===== config.mk =====
export PLATFORM = sky130hd
export DESIGN_NAME = sys1_input_ctrl
export DESIGN_NICKNAME = d
export VERILOG_FILES = /design/src/rtl/sys1_input_ctrl.sv
export SDC_FILE = /design/constraint.sdc
export NUM_CORES = 1
export LEC_CHECK = 0
export CELL_PAD_IN_SITES_DETAIL_PLACEMENT = 0
export CELL_PAD_IN_SITES_GLOBAL_PLACEMENT = 1
export CORE_AREA = 2 2 78 80
export CTS_BUF_LIST = sky130_fd_sc_hd__clkbuf_8
export DETAILED_ROUTE_END_ITERATION = 8
export DIE_AREA = 0 0 80 82
export PLACE_DENSITY = 0.86
export RECOVER_POWER = 25
export SLEW_MARGIN = 5
export SYNTH_ARGS = -nofsm -noshare
export SYNTH_HDL_FRONTEND = slang
export SYNTH_SLANG_ARGS = --single-unit

===== constraint.sdc =====
create_clock -name clk_sys -period 1.45 [get_ports clk_sys]
set_input_delay 0.29 -clock clk_sys [delete_from_list [all_inputs] [get_ports clk_sys]]
set_output_delay 0.29 -clock clk_sys [all_outputs]
set_load 0.05 [all_outputs]

===== src/rtl/sys1_input_ctrl.sv =====
// sys1_input_ctrl: maps PS/2 keys and two joysticks onto the
// active-low INP0/INP1/INP2 ports, with a framed coin pulser.
// Ports:
//   clk_sys, reset_n      clock, synchronous active-low reset
//   ps2_key[10:0]         [10] event toggle, [9] pressed, [8:0] code
//   joy1, joy2[15:0]      active-high joysticks (bit 8 = coin)
//   vblank                vertical blank, frames the coin pulse
//   cabinet               1 = cocktail, 0 = upright (P2 merged)
//   INP0/INP1/INP2[7:0]   registered active-low game inputs
module sys1_input_ctrl #(
  parameter int COIN_FRAMES     = 3,
  parameter int COIN_GAP_FRAMES = 3
) (
  input  logic        clk_sys,
  input  logic        reset_n,
  input  logic [10:0] ps2_key,
  input  logic [15:0] joy1,
  input  logic [15:0] joy2,
  input  logic        vblank,
  input  logic        cabinet,
  output logic [7:0]  INP0,
  output logic [7:0]  INP1,
  output logic [7:0]  INP2
);

  localparam int CMAX =
    (COIN_FRAMES > COIN_GAP_FRAMES) ?
    COIN_FRAMES : COIN_GAP_FRAMES;
  localparam int CW  = (CMAX < 1) ? 1 : $clog2(CMAX + 1);
  localparam int CW1 = CW + 1;

  localparam logic [CW:0] PULSE_END = CW1'(COIN_FRAMES);
  localparam logic [CW:0] GAP_END   = CW1'(COIN_GAP_FRAMES);

  typedef enum logic [1:0] {
    IDLE  = 2'd0,
    PULSE = 2'd1,
    GAP   = 2'd2
  } state_t;

  logic ps2_q, vb_q, creq_q;

  logic k_up1, k_down1, k_left1, k_right1;
  logic k_trig1, k_trig2;
  logic k_f1, k_f2, k_start1, k_start2;
  logic k_coin1, k_coin2;
  logic k_up2, k_down2, k_left2, k_right2;
  logic k_p2trig1, k_p2trig2;

  logic up2, down2, left2, right2, trig1_2, trig2_2;
  logic up1, down1, left1, right1, trig1_1, trig2_1;
  logic start1, start2, creq;

  logic key_evt, vb_edge, creq_edge;

  state_t        state, state_nxt;
  logic [CW-1:0] cnt, cnt_nxt;
  logic [CW:0]   cnt_inc;
  logic          pending, pending_nxt;
  logic          coin_out;

  logic unused_ok;
  assign unused_ok = ^{joy1[15:9], joy2[15:9]};

  assign key_evt   = ps2_key[10] ^ ps2_q;
  assign vb_edge   = vblank & ~vb_q;
  assign creq_edge = creq & ~creq_q;

  // Player 2 first: upright cabinets fold it into player 1
  assign up2     = k_up2     | joy2[3];
  assign down2   = k_down2   | joy2[2];
  assign left2   = k_left2   | joy2[1];
  assign right2  = k_right2  | joy2[0];
  assign trig1_2 = k_p2trig1 | joy2[4];
  assign trig2_2 = k_p2trig2 | joy2[5];

  assign up1     = k_up1    | joy1[3] | (~cabinet & up2);
  assign down1   = k_down1  | joy1[2] | (~cabinet & down2);
  assign left1   = k_left1  | joy1[1] | (~cabinet & left2);
  assign right1  = k_right1 | joy1[0] | (~cabinet & right2);
  assign trig1_1 = k_trig1  | joy1[4] | (~cabinet & trig1_2);
  assign trig2_1 = k_trig2  | joy1[5] | (~cabinet & trig2_2);

  assign start1 = k_f1 | k_start1 | joy1[6] | joy2[6];
  assign start2 = k_f2 | k_start2 | joy1[7] | joy2[7];

  assign creq = k_f1 | k_f2 | k_coin1 | k_coin2
              | joy1[8] | joy2[8];

  // History registers track inputs even in reset so that
  // nothing fires on the first clock after release.
  always_ff @(posedge clk_sys) begin
    ps2_q  <= ps2_key[10];
    vb_q   <= vblank;
    creq_q <= creq;
  end

  always_ff @(posedge clk_sys) begin
    if (!reset_n) begin
      k_up1     <= 1'b0;
      k_down1   <= 1'b0;
      k_left1   <= 1'b0;
      k_right1  <= 1'b0;
      k_trig1   <= 1'b0;
      k_trig2   <= 1'b0;
      k_f1      <= 1'b0;
      k_f2      <= 1'b0;
      k_start1  <= 1'b0;
      k_start2  <= 1'b0;
      k_coin1   <= 1'b0;
      k_coin2   <= 1'b0;
      k_up2     <= 1'b0;
      k_down2   <= 1'b0;
      k_left2   <= 1'b0;
      k_right2  <= 1'b0;
      k_p2trig1 <= 1'b0;
      k_p2trig2 <= 1'b0;
    end else if (key_evt) begin
      case (ps2_key[8:0])
        9'h075, 9'h175: k_up1    <= ps2_key[9];
        9'h072, 9'h172: k_down1  <= ps2_key[9];
        9'h06B, 9'h16B: k_left1  <= ps2_key[9];
        9'h074, 9'h174: k_right1 <= ps2_key[9];
        9'h029: k_trig1   <= ps2_key[9];
        9'h014: k_trig2   <= ps2_key[9];
        9'h005: k_f1      <= ps2_key[9];
        9'h006: k_f2      <= ps2_key[9];
        9'h016: k_start1  <= ps2_key[9];
        9'h01E: k_start2  <= ps2_key[9];
        9'h02E: k_coin1   <= ps2_key[9];
        9'h036: k_coin2   <= ps2_key[9];
        9'h02D: k_up2     <= ps2_key[9];
        9'h02B: k_down2   <= ps2_key[9];
        9'h023: k_left2   <= ps2_key[9];
        9'h034: k_right2  <= ps2_key[9];
        9'h01C: k_p2trig1 <= ps2_key[9];
        9'h01B: k_p2trig2 <= ps2_key[9];
        default: ;
      endcase
    end
  end

  // Coin FSM: state register
  always_ff @(posedge clk_sys) begin
    if (!reset_n) begin
      state   <= IDLE;
      cnt     <= '0;
      pending <= 1'b0;
    end else begin
      state   <= state_nxt;
      cnt     <= cnt_nxt;
      pending <= pending_nxt;
    end
  end

  assign cnt_inc = {1'b0, cnt} + CW1'(1);

  // Coin FSM: next state. Terminal counts are compared on the
  // incremented value so a zero parameter exits on the first edge.
  always_comb begin
    state_nxt   = state;
    cnt_nxt     = cnt;
    pending_nxt = pending;
    unique case (state)
      IDLE: begin
        if (creq_edge) begin
          state_nxt = PULSE;
          cnt_nxt   = '0;
        end
      end
      PULSE: begin
        if (creq_edge)
          pending_nxt = 1'b1;
        if (vb_edge) begin
          if (cnt_inc >= PULSE_END) begin
            state_nxt = GAP;
            cnt_nxt   = '0;
          end else begin
            cnt_nxt = cnt_inc[CW-1:0];
          end
        end
      end
      GAP: begin
        if (creq_edge)
          pending_nxt = 1'b1;
        if (vb_edge) begin
          if (cnt_inc >= GAP_END) begin
            cnt_nxt = '0;
            if (pending_nxt) begin
              state_nxt   = PULSE;
              pending_nxt = 1'b0;
            end else begin
              state_nxt = IDLE;
            end
          end else begin
            cnt_nxt = cnt_inc[CW-1:0];
          end
        end
      end
      default: begin
        state_nxt   = IDLE;
        cnt_nxt     = '0;
        pending_nxt = 1'b0;
      end
    endcase
  end

  // Coin FSM: outputs
  always_comb begin
    coin_out = 1'b0;
    if (state == PULSE)
      coin_out = 1'b1;
  end

  always_ff @(posedge clk_sys) begin
    if (!reset_n) begin
      INP0 <= 8'hFF;
      INP1 <= 8'hFF;
      INP2 <= 8'hFF;
    end else begin
      INP0 <= ~{left1, right1, up1, down1,
                1'b0, trig2_1, trig1_1, 1'b0};
      INP1 <= ~{left2, right2, up2, down2,
                1'b0, trig2_2, trig1_2, 1'b0};
      INP2 <= ~{2'b00, start2, start1,
                3'b000, coin_out};
    end
  end

endmodule


==> impl_metrics.tcl <==
set metrics [dict create \
    hold_viol_final 0 \
    required_ns 1.62 \
    place_hpwl_mm 3.07 \
    num-fill-cells 558 \
    drt-total-wl_mm 4.11 \
    clkLatencyLatePin_ns 0.29 \
    grt_max_degree 34 \
    synth_top_family_by_area "simple AND/OR/NAND/NOR gates" \
    root_buffer "clkbuf_8" \
    r2r-start "k_f1" \
    rows 28 \
    final_nets 319 \
    die_h_microns 82 \
    antenna_left 0 \
    crit_fanout 4 \
    status "finished clean" \
    synthSimpleGateAreaFrac_pct 26.2 \
    clock_skew_ns 0.00979 \
    placed_cells 332 \
    synth_compound_area_share_pct 9.31 \
    regToRegSetupSlack_ns 0.10 \
    muxShareOfSynthArea_pct 10.8 \
    drive_gt1_share_pct 22.3 \
    power.density_mw_per_mm2 1040 \
    cts_tree "done" \
    fmaxAchievable_ghz 0.743 \
    grt_pass1_wl_mm 6.65 \
    h-tree-depth 2 \
    drc 0 \
    gp_congestion 0.940 \
    final_cell_mix "38 x dfxtp_1, 23 x nand2_1, 21 x clkdlybuf4s50_1, 20 x nor2_1, 20 x mux2i_1" \
    die_w_microns 80 \
    totalNegativeSetupSlack_ns 0 \
    ys_seq_elements 41 \
    io_pins 71 \
    hold_path_class "input pin to flop" \
    port_buffers 47 \
    final_common_cell "dfxtp_1" \
    r2r-end "cnt[0]" \
    final_cells 344 \
    ff2ff_path_depth 5 \
    period_share_pct 92.8 \
    leakage_nw 1.27 \
    first_iter_violations 65 \
    core_area_sq_mm 0.00575 \
    grt_use_total_pct 13.1 \
    yosys.area.top_type_share_pct 44.2 \
    antenna_cells 0 \
    total_power_mw 2.98 \
    synth_area_leaders "dfxtp_1 44%, mux2i_1 11%, nand2_1 4.7%, nor2_1 4.5%, nand3_1 4.0%" \
    worstSetupEndpointType "flop" \
    start_util_pct 32.3 \
    yosysWarnings 0 \
    antenna_found_initial 0 \
    crit_type "flop to flop" \
    syn-cell-area_sq_mm 0.00186 \
    syn_inst 200 \
    holdWs_ns 0.197 \
    path_clk_slew_ns 0.09 \
    worstPathArrival_ns 1.52 \
    cts_sinks 41 \
    cp-startpoint "k_f1" \
    wl_per_cell_microns 11.9 \
    drv_slew 0 \
    drtPass1Iterations 4 \
    cp-start-kind "flop" \
    gr-total-overflow 0 \
    ys_types 31 \
    area_growth_pct 53.7 \
    crit_path_end "cnt[0]" \
    synth.largest_area_cell "dfxtp_1" \
    vias 1619 \
    cts_buffers 5 \
    die-area_sq_mm 0.00656 \
    ir_drop_uv 811 \
    ys_seq_area_share_pct 44.2 \
    setup_violations 0 \
    synth_xor_area_share_pct 0.877 \
    routed_via_density 4.71 \
    postSynthAreaPerCell_sq_um 9.28 \
    drv_cap 0 \
    cts_buffer_depth 2 \
    yosys.area_share.adder_pct 2.70 \
    fin_crit_ns 1.35 \
    grt_pass1_vias 1524 \
]
## synth_stat cells
library cell	count
nor4_2	2
or2_2	1
o21ai_0	10
conb_1	1
nand2_1	23
nor3b_2	1
nor3_1	4
nor3b_1	3
ha_1	4
inv_1	5
nand4b_1	3
clkbuf_1	5
mux2i_1	20
nand3_1	15
o41ai_1	2
nor3b_4	1
buf_4	9
and3_1	1
nor3_2	1
nor4_4	1
o2111ai_1	2
o31ai_1	6
nor4b_4	1
dfxtp_1	41
nand2b_1	4
nor2b_1	4
a21oi_1	4
xnor2_2	1
a21boi_0	2
o21bai_1	1
nor2_1	22
## metal layers
layer  vias to the layer above  wire [microns]  track usage [%]
met2                        45            2080             23.4
met4                         0              49             5.42
met1                       750            1740             14.6
li1                        817               -                -
met5                         -               0                0
met3                         7             240             3.74
## per-stage QoR
stage / setup WS, ns / cell area (sq um) / utilization [%]
after global placement: -0.364 / 2650 / 46.1
after CTS: -0.0209 / 2780 / 48.5
after detailed placement: -0.384 / 2650 / 46.1
after floorplan: 0.195 / 1890 / -
final: 0.104 / 2850 / 49.7
after global routing: -0.00265 / 2850 / 49.7
## registers in the layout, summed over array words and instances, names as in the netlist, 2 cells and up
signal	flops
INP0	6
state	2
INP2	3
INP1	6
cnt	2
## final cells by class
class | instances | area [sq um] | share of cell area, %
inverter | 5 | 18.8 | 0.658
multi-input combinational | 148 | 1010 | 35.3
clock inverter | 2 | 37.5 | 1.32
clock buffer | 6 | 82.6 | 2.89
tap | 75 | 93.8 | 3.29
timing repair buffer | 67 | 790 | 27.7
sequential | 41 | 825 | 28.9
## power breakdown
group	internal (mW)	total, mW	switching [mW]	leakage (nW)
combinational	0.361	0.790	0.429	0.872
sequential	1.19	1.23	0.0473	0.337
clock	0.560	0.959	0.399	0.0574
total	2.11	2.98	0.875	1.27
## timing repair
action | 4_1_cts | 5_1_grt
resized for setup | 3 | 19
pin swaps | 0 | 5
hold buffers | 0 | 0
setup endpoints to repair | 6 | 21
buffers inserted | 1 | 3
## worst max-delay path, cell delays in order (launching register included)
cell	delay, ns
dfxtp_2	0.35
nor4_4	0.36
a21oi_2	0.12
buf_4	0.15
o2111ai_1	0.16
a21boi_0	0.10
## cells by family (layout without fill, tap and decap cells)
family / after synthesis / count (layout)
other cells: 1 / 9
simple gates: 87 / 87
flops: 41 / 41
compound gates: 27 / 27
buf+inv: 19 / 80
mux: 20 / 20
fa+ha+maj: 4 / 4
xor+xnor: 1 / 1
## how the worst min path moves through the flow
| stage | start | endpoint | slack, ns | cells past startpoint |
|---|---|---|---|---|
| global placement | k_left1 | INP0[7] | 0.43 | 1 |
| detailed placement | k_trig1 | INP0[1] | 0.44 | 1 |
| CTS | k_trig1 | INP0[1] | 0.45 | 1 |
| floorplan | ps2_key[10] | ps2_q | 0.32 | 0 |
| global route | ps2_key[10] | ps2_q | 0.20 | 1 |
| finish | ps2_key[10] | ps2_q | 0.20 | 1 |
(Power assumes the default switching activity.)
